### config.mk
export PLATFORM = sky130hd
export DESIGN_NAME = npu_host_seq
export DESIGN_NICKNAME = d
export VERILOG_FILES = /design/src/rtl/npu_host_seq.sv
export SDC_FILE = /design/constraint.sdc
export NUM_CORES = 1
export LEC_CHECK = 0
export ABC_AREA = 0
export BUFFER_PORTS_ARGS = -buffer_cell sky130_fd_sc_hd__buf_2
export CAP_MARGIN = 0
export CORE_MARGIN = 1.5
export CORE_UTILIZATION = 45
export DETAILED_ROUTE_END_ITERATION = 8
export PLACE_DENSITY = 0.76
export SLEW_MARGIN = 20
export SYNTH_ARGS = -nofsm -noshare
export SYNTH_HDL_FRONTEND = slang
export SYNTH_SLANG_ARGS = --single-unit
export TNS_END_PERCENT = 100
### constraint.sdc
create_clock -name clk -period 2.6 [get_ports clk]
set_clock_uncertainty 0.2 [all_clocks]
set_input_delay 0.13 -clock clk [delete_from_list [all_inputs] [get_ports clk]]
set_output_delay 0.13 -clock clk [all_outputs]
set_load 0.005 [all_outputs]
### src/rtl/npu_host_seq.sv
// npu_host_seq: bus initiator that loads an inference job from a word source
// into the NPU slave port, streams fc1 groups, polls and returns the logit.
// Ports: clk, rst (async, active-high), start, busy, done, err, result,
//   src_re/src_addr/src_rdata (1-cycle read latency source),
//   npu_ena/npu_wea/npu_addra/npu_dina/npu_douta (slave port, comb read).
// Optional: NPU_HOST_TIMEOUT_EN bounds every poll wait to POLL_MAX reads.
module npu_host_seq #(
  parameter int IMG_WORDS        = 60,
  parameter int WC_WORDS         = 23,
  parameter int FC2_WORDS        = 3,
  parameter int FC1_WORDS        = 330,
  parameter int CONV_WAIT_CYCLES = 2048,
  parameter int POLL_MAX         = 4096,
  parameter int SRC_AW           = 10
) (
  input  logic              clk,
  input  logic              rst,
  input  logic              start,
  output logic              busy,
  output logic              done,
  output logic              err,
  output logic [31:0]       result,
  output logic              src_re,
  output logic [SRC_AW-1:0] src_addr,
  input  logic [31:0]       src_rdata,
  output logic              npu_ena,
  output logic              npu_wea,
  output logic [15:0]       npu_addra,
  output logic [31:0]       npu_dina,
  input  logic [31:0]       npu_douta
);

`ifdef NPU_HOST_TIMEOUT_EN
  localparam bit TO_EN = 1'b1;
`else
  localparam bit TO_EN = 1'b0;
`endif

  localparam int WW = $clog2(FC1_WORDS + 1);
  localparam logic [WW-1:0] FC1_LAST  = WW'(FC1_WORDS - 1);
  localparam logic [15:0]   CONV_LAST = 16'(CONV_WAIT_CYCLES - 1);
  localparam logic [15:0]   POLL_LAST = 16'(POLL_MAX - 1);

  typedef enum logic [3:0] {
    S_IDLE, S_LD_FETCH, S_LD_WR, S_GAP, S_TRIG, S_CONV_WAIT,
    S_FC1_FETCH, S_FC1_WR, S_FC1_LATCH, S_FC1_NEXT, S_FC1_POLL,
    S_DONE_POLL, S_RES_RD, S_FINISH
  } state_t;

  state_t            state, state_nx;
  state_t            ret, ret_nx;
  logic [SRC_AW-1:0] saddr;
  logic [WW-1:0]     wcnt;
  logic [1:0]        seg;
  logic [15:0]       cnt;
  logic              err_q;
  logic [31:0]       res_q;
  logic [2:0]        seg_sel;
  logic [WW-1:0]     seg_last;
  logic              seg_end;
  logic              poll_to;

  always_comb begin
    seg_sel  = 3'b110;
    seg_last = WW'(IMG_WORDS - 1);
    unique case (seg)
      2'd0: begin seg_sel = 3'b110; seg_last = WW'(IMG_WORDS - 1); end
      2'd1: begin seg_sel = 3'b001; seg_last = WW'(WC_WORDS - 1);  end
      2'd2: begin seg_sel = 3'b010; seg_last = WW'(WC_WORDS - 1);  end
      2'd3: begin seg_sel = 3'b100; seg_last = WW'(FC2_WORDS - 1); end
    endcase
  end

  assign seg_end = (wcnt == seg_last);
  assign poll_to = TO_EN && (cnt == POLL_LAST);

  // Every bus op goes through S_GAP (ret holds where to resume) so the
  // slave sees at most one enabled cycle in a row.
  always_comb begin
    state_nx  = state;
    ret_nx    = ret;
    src_re    = 1'b0;
    src_addr  = '0;
    npu_ena   = 1'b0;
    npu_wea   = 1'b0;
    npu_addra = '0;
    npu_dina  = '0;
    unique case (state)
      S_IDLE: if (start) state_nx = S_LD_FETCH;
      S_LD_FETCH: begin
        src_re   = 1'b1;
        src_addr = saddr;
        state_nx = S_LD_WR;
      end
      S_LD_WR: begin
        npu_ena   = 1'b1;
        npu_wea   = 1'b1;
        npu_addra = {1'b0, seg_sel, 12'(wcnt)};
        npu_dina  = src_rdata;
        state_nx  = S_GAP;
        ret_nx    = (seg_end && seg == 2'd3) ? S_TRIG : S_LD_FETCH;
      end
      S_GAP: state_nx = ret;
      S_TRIG: begin
        npu_ena   = 1'b1;
        npu_wea   = 1'b1;
        npu_addra = {1'b0, 3'b101, 12'd1};
        npu_dina  = 32'd1;
        state_nx  = S_GAP;
        ret_nx    = S_CONV_WAIT;
      end
      S_CONV_WAIT: if (cnt == CONV_LAST) state_nx = S_FC1_FETCH;
      S_FC1_FETCH: begin
        src_re   = 1'b1;
        src_addr = saddr;
        state_nx = S_FC1_WR;
      end
      S_FC1_WR: begin
        npu_ena   = 1'b1;
        npu_wea   = 1'b1;
        npu_addra = {1'b0, 3'b011, 12'd0};
        npu_dina  = src_rdata;
        state_nx  = S_GAP;
        ret_nx    = S_FC1_LATCH;
      end
      S_FC1_LATCH: begin
        npu_ena   = 1'b1;
        npu_wea   = 1'b1;
        npu_addra = {1'b0, 3'b101, 12'd2};
        npu_dina  = 32'd1;
        state_nx  = S_GAP;
        ret_nx    = S_FC1_NEXT;
      end
      S_FC1_NEXT: begin
        npu_ena   = 1'b1;
        npu_wea   = 1'b1;
        npu_addra = {1'b0, 3'b101, 12'd3};
        npu_dina  = 32'd1;
        state_nx  = S_GAP;
        ret_nx    = S_FC1_POLL;
      end
      S_FC1_POLL: begin
        npu_ena   = 1'b1;
        npu_addra = {1'b0, 3'b111, 12'd8};
        state_nx  = S_GAP;
        if (npu_douta[0])
          ret_nx = (wcnt == FC1_LAST) ? S_DONE_POLL : S_FC1_FETCH;
        else if (poll_to)
          state_nx = S_FINISH;
        else
          ret_nx = S_FC1_POLL;
      end
      S_DONE_POLL: begin
        npu_ena   = 1'b1;
        npu_addra = {1'b0, 3'b111, 12'd0};
        state_nx  = S_GAP;
        if (npu_douta[0])
          ret_nx = S_RES_RD;
        else if (poll_to)
          state_nx = S_FINISH;
        else
          ret_nx = S_DONE_POLL;
      end
      S_RES_RD: begin
        npu_ena   = 1'b1;
        npu_addra = {1'b0, 3'b111, 12'd4};
        state_nx  = S_GAP;
        ret_nx    = S_FINISH;
      end
      S_FINISH: state_nx = S_IDLE;
      default:  state_nx = S_IDLE;
    endcase
  end

  always_ff @(posedge clk or posedge rst) begin
    if (rst) begin
      state <= S_IDLE;
      ret   <= S_IDLE;
      saddr <= '0;
      wcnt  <= '0;
      seg   <= '0;
      cnt   <= '0;
      err_q <= 1'b0;
      res_q <= '0;
    end else begin
      state <= state_nx;
      ret   <= ret_nx;
      unique case (state)
        S_IDLE: if (start) begin
          saddr <= '0;
          wcnt  <= '0;
          seg   <= '0;
          cnt   <= '0;
          err_q <= 1'b0;
          res_q <= '0;
        end
        S_LD_FETCH, S_FC1_FETCH: saddr <= saddr + 1'b1;
        S_LD_WR: begin
          if (seg_end) begin
            wcnt <= '0;
            seg  <= seg + 1'b1;
          end else begin
            wcnt <= wcnt + 1'b1;
          end
        end
        S_TRIG, S_FC1_NEXT: cnt <= '0;
        S_CONV_WAIT: cnt <= cnt + 1'b1;
        S_FC1_POLL, S_DONE_POLL: begin
          if (npu_douta[0]) begin
            cnt <= '0;
            if (state == S_FC1_POLL) wcnt <= wcnt + 1'b1;
          end else if (poll_to) begin
            err_q <= 1'b1;
            res_q <= '0;
          end else begin
            cnt <= cnt + 1'b1;
          end
        end
        S_RES_RD: res_q <= npu_douta;
        default: ;
      endcase
    end
  end

  assign busy   = (state != S_IDLE) && (state != S_FINISH);
  assign done   = (state == S_FINISH);
  assign err    = TO_EN ? err_q : 1'b0;
  assign result = res_q;

endmodule

==> flow_summary.toml, run 1 <==
[outcome]
outcome = "completed"

[critical_path]
critical_path_class = "register to register"
worst_path_largest_cell_delay_ps = 540
path_buf_inv = 1
endpoint_kind = "register"
slowest_stage = "or4_4"
crit_path_cell_trace = "inv_1 > ha_1 > or4_4 > a211oi_4 > nand3_2 > nand2_2 > mux2i_1"
critPathArrivalTime_ps = 2470
startpoint_type = "register"
cp.required_ps = 2630
path_max_fanout = 9
crit_family = "simple AND/OR/NAND/NOR gates"

[routing]
dr_total_vias = 4602
route.detailed.drc = 0
via_per_inst = 5.314
drt-initial-drc-count = 308
wl_per_cell_microns = 14.77
firstDrtPassIters = 6
wirelength_microns = 12790
ant_nets = 0

[synth]
syn_area_sq_um = 4572
synth-seq-area-share_pct = 42.15
syn_avg_cell_area_sq_um = 8.389
postSynthCellCount = 545
yosysTopAreaCell = "dfrtp_1"
synth_cell_types = 67
synthTopCellsByArea = "dfrtp_1, nand2_1, and2_1"
ys.flop_type = "dfrtp_1"
ys_ff_latch = 77
ys_async_sr_fraction_pct = 100.0
synth_top_area_share_pct = 42.15
yosys_warnings = 0
synth-edff-count = 0

[power]
p_leak_nw = 3.173
power.density_nw_per_um2 = 826.9
ir_worst_vdd_mv = 0.4391

[grt]
grt_util_met3_pct = 3.587
globalRouteMet1Util_pct = 30.62
grt_busiest_layer = "met2"
grt_pass1_wl_microns = 21090
grt_overflow = 0
met2_usage_pct = 39.62
antenna_found_initial = 0
grt_pass1_vias = 4400
grt_max_degree = 44
grtUsageTotal_pct = 23.68

[timing]
max_slew_margin_pct = 62.83
holdWs_ps = 95.94
period_share_pct = 93.77
setup_viol = 0
min_period_ps = 2438
hold_violations = 0
fmax_mhz = 410.2
grt_setup_unrepaired = "no"
worst_pin_slew_ps = 557.5
slew_viol_final = 0
setup-tns-final_ps = 0

[clocking]
cts_root_buffer = "clkbuf_8"
cts_buffers = 9
postCtsSetupBuffers = 0
worstSkewPairLatency_ps = 340
cts_tree = "done"
clock_sinks = 77
cts.path.max_buffers = 2
cts_max_level = 3
clk_pin_slew_ps = 80

[floorplan]
initial_utilization_pct = 46.56
rows = 36
fp.dieW_microns = 103.8
core_sq_um = 9819
dieArea_sq_um = 10770
die_height_microns = 103.8
ios = 163

[cells_and_area]
multi_input_area_sq_um = 2385
seq_area_sq_um = 1929
area_growth_pct = 30.46
final_net_count = 803
layout_common_cells = "buf_2, nand2_1, dfrtp_1, nand3_1, nor2_1"
n_fill_cell = 895
final_common_cell = "buf_2"
fin_util_pct = 60.74
diodes = 0
drive_above_1_share_pct = 28.38

[placement]
globalplace.congestion = 0.8414
port_buffers = 157
hpwlAfterDp_microns = 8671

[min_path]
holdCritPathClass = "input pin to register"

[flow_run]
cap_violations = 0
cell type report:
| cell class | instances | share of cell area, % |
|---|---|---|
| repair buffers | 207 | 20.85 |
| flip-flops and latches | 77 | 32.35 |
| clock inverters | 5 | 1.007 |
| well taps | 133 | 2.790 |
| multi-input cells | 423 | 39.98 |
| clock buffers | 11 | 2.370 |
| inverters | 10 | 0.6503 |
final timing paths:
check	from	end	slack (ps)	cells past startpoint
worst max-delay path	seg[0]	seg[0]	160	7
worst min-delay path	start	state[0]	100	5
worst max register to register	seg[0]	seg[0]	160	7
worst min register to register	saddr[9]	saddr[9]	300	1
max in group asynchronous	rst	state[2]	1480	4
min in group asynchronous	rst	result[16]	250	4
what timing repair did:
action	in CTS	in global routing
gates resized for setup	1	3
hold buffers	33	0
cloned	0	0
pin swaps	0	0
endpoints found under the hold margin	109	0
setup endpoints to repair	10	12
kinds of logic (layout without fill, tap and decap cells):
group                    Yosys count  count (layout)  synth area share, %
AO/OA/AOI/OAI                     86              86                12.18
adder cells (fa/ha/maj)            8               8                2.189
other                              1               5              0.08202
buffers and inverters             49             233                6.212
XOR/XNOR                          20              20                3.831
AND/OR/NAND/NOR                  302             302                32.90
multiplexers                       2               2               0.4652
flip-flops                        77              77                42.15
tightest hold or removal path, delay by kind of cell:
family / cells / cell delay, ps
AO/OA/AOI/OAI: 3 / 260
AND/OR/NAND/NOR: 1 / 70
buffers and inverters: 1 / 140
flip-flops by register name (all words and copies together), names as in the netlist:
name / flops
wcnt: 9
result: 32
saddr: 10
cnt: 16
state: 4
seg: 2
ret: 4
metrics by stage:
stage	instance area (sq um)	instances	setup WS [ps]	total power, W
detailed placement	5428	817	269.9	0.003953
floorplan	4587	549	303.3	0.003178
global route	5964	866	82.26	0.005278
global placement	5428	817	338.6	0.003859
CTS	5961	866	119.7	0.004925
finish	5964	866	161.9	0.004932
layer usage:
metal  vias up  share of wire [%]
li1       2211                  -
met1      2224                 43
met2       129                 49
met3        38                3.9
met4         0                3.3
met5         -                  0
cells in the mapped netlist (8+ instances only):
| master | instances |
|---|---|
| dfrtp_1 | 77 |
| o21ai_0 | 23 |
| inv_1 | 9 |
| nand4_1 | 13 |
| xor2_1 | 12 |
| ha_1 | 8 |
| nor2_1 | 47 |
| nand2_1 | 102 |
| xnor2_1 | 8 |
| nand3_1 | 49 |
| a21oi_1 | 10 |
| and2_1 | 45 |
| o21ai_1 | 17 |
| and3_1 | 11 |
| clkbuf_1 | 19 |
power breakdown:
group          switching [W]  total [W]  internal, W
sequential          0.000236    0.00163      0.00139
clock               0.000448   0.000920     0.000472
combinational        0.00136    0.00239      0.00102
Note: power is estimated with default switching activity, not from simulation.
==> run 2, diff against run 1 <==
--- a/config.mk
+++ b/config.mk
@@ -11,7 +11,7 @@
 export CORE_MARGIN = 1.5
 export CORE_UTILIZATION = 45
 export DETAILED_ROUTE_END_ITERATION = 8
-export PLACE_DENSITY = 0.76
+export PLACE_DENSITY = 0.79
 export SLEW_MARGIN = 20
 export SYNTH_ARGS = -nofsm -noshare
 export SYNTH_HDL_FRONTEND = slang
==> constraint.sdc (replaced) <==
create_clock -name clk -period 2.1 [get_ports clk]
set_clock_uncertainty 0.2 [all_clocks]
set_input_delay 0.105 -clock clk [delete_from_list [all_inputs] [get_ports clk]]
set_output_delay 0.105 -clock clk [all_outputs]
set_load 0.005 [all_outputs]
==> flow_summary.toml, run 2 (synthesis gave the netlist of run 1 again) <==
[timing]
setup-tns-final_ps = -1262
hold_violations = 0
setup_viol = 44
fmax_mhz = 463.5
period_share_pct = 102.7
grt_setup_unrepaired = "yes"
worst_pin_slew_ps = 648.2
max_slew_margin_pct = 56.69
fin_ws_ps = -57.56
slew_viol_final = 0
min_period_ps = 2158

[min_path]
holdCritPathClass = "input pin to register"
min_to = "state[0]"
hold_start = "start"
whs_path_depth = 5

[cells_and_area]
largest_register_ff_count = 32
diodes = 0
area_growth_pct = 51.92
final_cells = 914
n_fill_cell = 736
layout_common_cells = "buf_2, nand2_1, dfrtp_1, nand3_1, buf_6"
final_common_cell = "buf_2"
drive_above_1_share_pct = 40.72
final_net_count = 852

[critical_path]
cp.required_ps = 2150
endpoint_kind = "register"
r2r-start = "seg[0]"
r2r_setup_slack_ps = -60
critical_path_class = "register to register"
worst_path_largest_cell_delay_ps = 520
slowest_stage = "or4_4"
crit_path_cell_trace = "inv_2 > ha_4 > or4_4 > a211oi_4 > nand2_1 > a221oi_2 > nor2_1"
path_max_fanout = 3
reg2reg_to = "wcnt[0]"
worst-r2r-cell-count = 7
critPathArrivalTime_ps = 2200
startpoint_type = "register"

[routing]
ant_nets = 0
firstDrtPassIters = 6
wl_per_cell_microns = 16.09
drt-initial-drc-count = 376
route.detailed.drc = 0
wirelength_microns = 14700
via_per_inst = 5.442
dr_total_vias = 4974

[flow_run]
cap_violations = 0

[floorplan]
fp.dieW_microns = 103.8
core_sq_um = 9819
initial_utilization_pct = 46.56
dieArea_sq_um = 10770
ios = 163
rows = 36
die_height_microns = 103.8

[clocking]
clk_pin_slew_ps = 80
cts_max_level = 3
clock_sinks = 77
cts_buffers = 9
worstSkewPairLatency_ps = 360
cts_tree = "done"
cts.path.max_buffers = 2
cts_root_buffer = "clkbuf_8"

[grt]
antenna_found_initial = 0
grt_overflow = 0
grtUsageTotal_pct = 24.67
grt_pass1_vias = 4601
grt_pass1_wl_microns = 21800
grt_max_degree = 38

[outcome]
violations = "negative setup slack"
outcome = "complete, but fails checks"

[power]
finalPower_w = 0.007836
p_leak_nw = 3.567
power.density_nw_per_um2 = 1128
ir_worst_vdd_mv = 0.7124

[placement]
place_ws_ps = -56.45
hpwlAfterDp_microns = 8694
dp.cells = 834
globalplace.congestion = 0.8971
port_buffers = 157
[run 2: cell count changes in the layout (fill, tap and decap cells not counted), moves of 3 or more]
| cell | previous run | this run |
|---|---|---|
| buf_6 | 0 | 46 |
| buf_2 | 157 | 121 |
| and2_1 | 45 | 10 |
| and2_4 | 1 | 36 |
| buf_4 | 17 | 44 |
| nor2_1 | 46 | 41 |
| buf_12 | 0 | 4 |
| clkbuf_16 | 0 | 4 |
| clkinvlp_4 | 1 | 4 |
| nor2_2 | 1 | 4 |
| o21ai_2 | 0 | 3 |
[run 2: per-layer routing]
metal	global-route usage (%)	routed length [microns]	vias to the layer above
met1	29.40	5779	2396
li1	-	-	2314
met4	9.623	562	0
met2	42.95	7570	198
met3	5.979	790	66
met5	0	0	-
[run 2: metrics by stage]
stage	util (%)	hold WS [ps]	area [sq um]
floorplan	-	10.44	4599
global route	70.73	139.2	6945
global placement	56.96	18.98	5593
CTS	63.10	83.33	6196
detailed placement	56.96	24.99	5593
finish	70.73	106.3	6945
[run 2: repair_timing]
action,4_1_cts,5_1_grt
endpoints found under the hold margin,59,0
resized for setup,20,118
hold buffers,33,0
setup endpoints to repair,56,72
setup buffers,5,19
pin swaps,9,33
cloned,2,6
[run 2: final cells by class]
| class | count | area, sq um | area share [%] |
|---|---|---|---|
| Multi-Input combinational cell | 424 | 2630 | 37.87 |
| Timing Repair Buffer | 254 | 1994 | 28.72 |
| Tap cell | 133 | 166.4 | 2.396 |
| Sequential cell | 77 | 1932 | 27.81 |
| Clock inverter | 6 | 41.29 | 0.5945 |
| Inverter | 10 | 48.80 | 0.7026 |
| Clock buffer | 9 | 123.9 | 1.783 |
| Timing Repair inverter | 1 | 8.758 | 0.1261 |
[run 2: critical path: cells and delay by family, from the launching register on]
| kind | cells | cell delay [ps] |
|---|---|---|
| flops | 1 | 370 |
| buf+inv | 1 | 60 |
| compound gates | 2 | 550 |
| simple gates | 3 | 700 |
| fa+ha+maj | 1 | 150 |
[run 2: report_power, final]
group	switching (W)	internal, W
combinational	0.00229	0.00255
clock	0.000574	0.000419
sequential	0.000278	0.00173
[run 2: worst max path at each step]
stage                      start      end  slack, ps  cells after the start
after floorplan           seg[0]   seg[0]        0.2                      7
after global placement    seg[0]   seg[0]         20                      7
after detailed placement  seg[0]   seg[0]        -60                      7
after CTS                 seg[0]   seg[0]        -30                      7
after global routing      seg[0]  wcnt[0]       -120                      7
final                     seg[0]  wcnt[0]        -60                      7
==> run 3, diff against run 2 <==
--- a/config.mk
+++ b/config.mk
@@ -5,13 +5,13 @@
 export SDC_FILE = /design/constraint.sdc
 export NUM_CORES = 1
 export LEC_CHECK = 0
-export ABC_AREA = 0
+export ABC_AREA = 1
 export BUFFER_PORTS_ARGS = -buffer_cell sky130_fd_sc_hd__buf_2
 export CAP_MARGIN = 0
 export CORE_MARGIN = 1.5
 export CORE_UTILIZATION = 45
 export DETAILED_ROUTE_END_ITERATION = 8
-export PLACE_DENSITY = 0.79
+export PLACE_DENSITY = 0.76
 export SLEW_MARGIN = 20
 export SYNTH_ARGS = -nofsm -noshare
 export SYNTH_HDL_FRONTEND = slang
==> flow_summary.toml, run 3 <==
[outcome]
outcome = "complete, but fails checks"
violations = "negative setup slack"

[synth]
ys.flop_type = "dfrtp_1"
syn_avg_cell_area_sq_um = 6.842
synth-edff-count = 0
syn_area_sq_um = 4673
ys_ff_latch = 77
synth_top_area_share_pct = 41.23
yosys_warnings = 0
yosysTopAreaCell = "dfrtp_1"
postSynthCellCount = 683
yosys-top-cells-count = "nand2_1, nor2_1, inv_1"
synth_most_common_cell = "nand2_1"
synthTopCellsByArea = "dfrtp_1, nand2_1, nand3_1"
synth-seq-area-share_pct = 41.23
synth_cell_types = 31
ys_async_sr_fraction_pct = 100.0

[min_path]
holdCritPathClass = "input pin to register"
hold_start = "start"
whs_path_depth = 6

[grt]
antenna_found_initial = 0
grt_pass1_wl_microns = 22110
grt_max_degree = 42
grtUsageTotal_pct = 24.69
grt_overflow = 0
grt_pass1_vias = 4599

[critical_path]
endpoint_kind = "primary output"
r2r-start = "state[3]"
worst-r2r-cell-count = 10
cp.required_ps = 1790
startpoint_type = "register"
path_max_fanout = 5
critical_path_class = "register to primary output"
startpoint = "state[2]"
critPathArrivalTime_ps = 1820

[clocking]
worstSkewPairLatency_ps = 350
cts.path.max_buffers = 2
cts_buffers = 9
cts_max_level = 3
cts_tree = "done"
clock_sinks = 77
cts_root_buffer = "clkbuf_8"
clk_pin_slew_ps = 90

[timing]
min_period_ps = 2128
fin_ws_ps = -28.15
max_slew_margin_pct = 65.31
period_share_pct = 101.3
grt_setup_unrepaired = "yes"
setup_viol = 3
slew_viol_final = 0
setup-tns-final_ps = -45.31
worst_pin_slew_ps = 520.4
hold_violations = 0
fmax_mhz = 469.9

[cells_and_area]
final_area_sq_um = 6365
final_common_cell = "nand2_1"
drive_above_1_share_pct = 26.00
diodes = 0
final_net_count = 966
area_growth_pct = 36.20
largest_register_ff_count = 32
layout_common_cells = "nand2_1, buf_2, inv_1, nor2_1, nand3_1"

[floorplan]
initial_utilization_pct = 45.88
core_sq_um = 10180
die_height_microns = 104.9
ios = 163
fp.dieW_microns = 104.9
rows = 37
dieArea_sq_um = 11010

[power]
swShare_pct = 23.50
combPwrFrac_pct = 7.6
p_sw_w = 0.0007040
ir_worst_vdd_mv = 0.3695
p_leak_nw = 3.728
p_int_w = 0.002292
power.density_nw_per_um2 = 470.7
clkPwrFrac_pct = 42.9
power_frac_seq_pct = 49.5

[routing]
wl_per_cell_microns = 13.07
route.detailed.drc = 0
drt-initial-drc-count = 340
wirelength_microns = 13490
ant_nets = 0
dr_total_vias = 5016
via_per_inst = 4.860
firstDrtPassIters = 5

[placement]
globalplace.congestion = 0.9700
port_buffers = 157
post_dp_cell_area_sq_um = 5639
hpwlAfterDp_microns = 9094

[flow_run]
cap_violations = 0
## run 3: layout make-up
class | instances | area [sq um]
timing repair buffer | 218 | 1374
sequential | 77 | 1928
clock buffer | 9 | 123.9
inverter | 107 | 406.6
fill | 925 | 3820
multi-input combinational | 478 | 2260
tap | 136 | 170.2
clock inverter | 7 | 102.6
## run 3: cells by family after synthesis
family          count (synthesis)  share of synthesized area [%]
simple gates                  406                          36.95
buf+inv                       132                          11.67
flops                          77                          41.23
compound gates                 48                          5.837
xor+xnor                       10                          1.874
fa+ha+maj                       8                          2.142
other cells                     1                        0.08024
mux                             1                         0.2142
## run 3: worst paths after layout
check / slack, ps / to
worst max-delay path: -30 / npu_dina[0]
worst min-delay path: 70 / result[17]
worst max register to register: 100 / wcnt[2]
worst min register to register: 300 / result[27]
max in group asynchronous: 350 / result[0]
min in group asynchronous: 600 / result[18]
## run 3: metal layers
metal  track usage, %  wire length (microns)  share of wire (%)  vias up
met5                0                      0                  0        -
met2            41.60                   6667                 49      151
met1            32.53                   5957                 44     2287
met3            4.679                    674                5.0       24
li1                 -                      -                  -     2554
met4            6.556                    192                1.4        0
## run 3: critical path, cell delays in order (launching register included)
cell     delay [ps]
dfrtp_1         440
inv_2            90
nand2_2         150
nor2_4           80
buf_4           130
buf_4           140
o21ai_0         200
nand3_1         100
buf_2           150
## run 3: repair_timing
item / in CTS / in global routing
endpoints found under the hold margin: 112 / 0
pin swaps: 3 / 3
buffers inserted: 8 / 3
endpoints found under the setup margin: 32 / 84
resized for setup: 7 / 16
hold buffers: 34 / 0
## run 3: power by group through the flow
stage | logic [W] | registers (W) | clock network (W)
2_1_floorplan | 0.0000690 | 0.00151 | 0
3_3_place_gp | 0.000173 | 0.00151 | 0
3_5_place_dp | 0.000174 | 0.00151 | 0
4_1_cts | 0.000223 | 0.00148 | 0.00130
5_1_grt | 0.000251 | 0.00148 | 0.00138
6_report | 0.000228 | 0.00148 | 0.00129
## run 3: metrics by stage
step | hold slack [ps] | std cells | utilization, % | power (W) | worst slack, ps
5_1_grt | 103.5 | 1032 | 62.49 | 0.003111 | -91.18
6_report | 71.83 | 1032 | 62.49 | 0.002996 | -28.15
2_1_floorplan | 21.86 | 687 | - | 0.001582 | 273.9
3_3_place_gp | -172.7 | 971 | 55.37 | 0.001685 | 67.65
3_5_place_dp | -174.1 | 971 | 55.37 | 0.001686 | 51.26
4_1_cts | 103.1 | 1029 | 61.74 | 0.003007 | 12.78
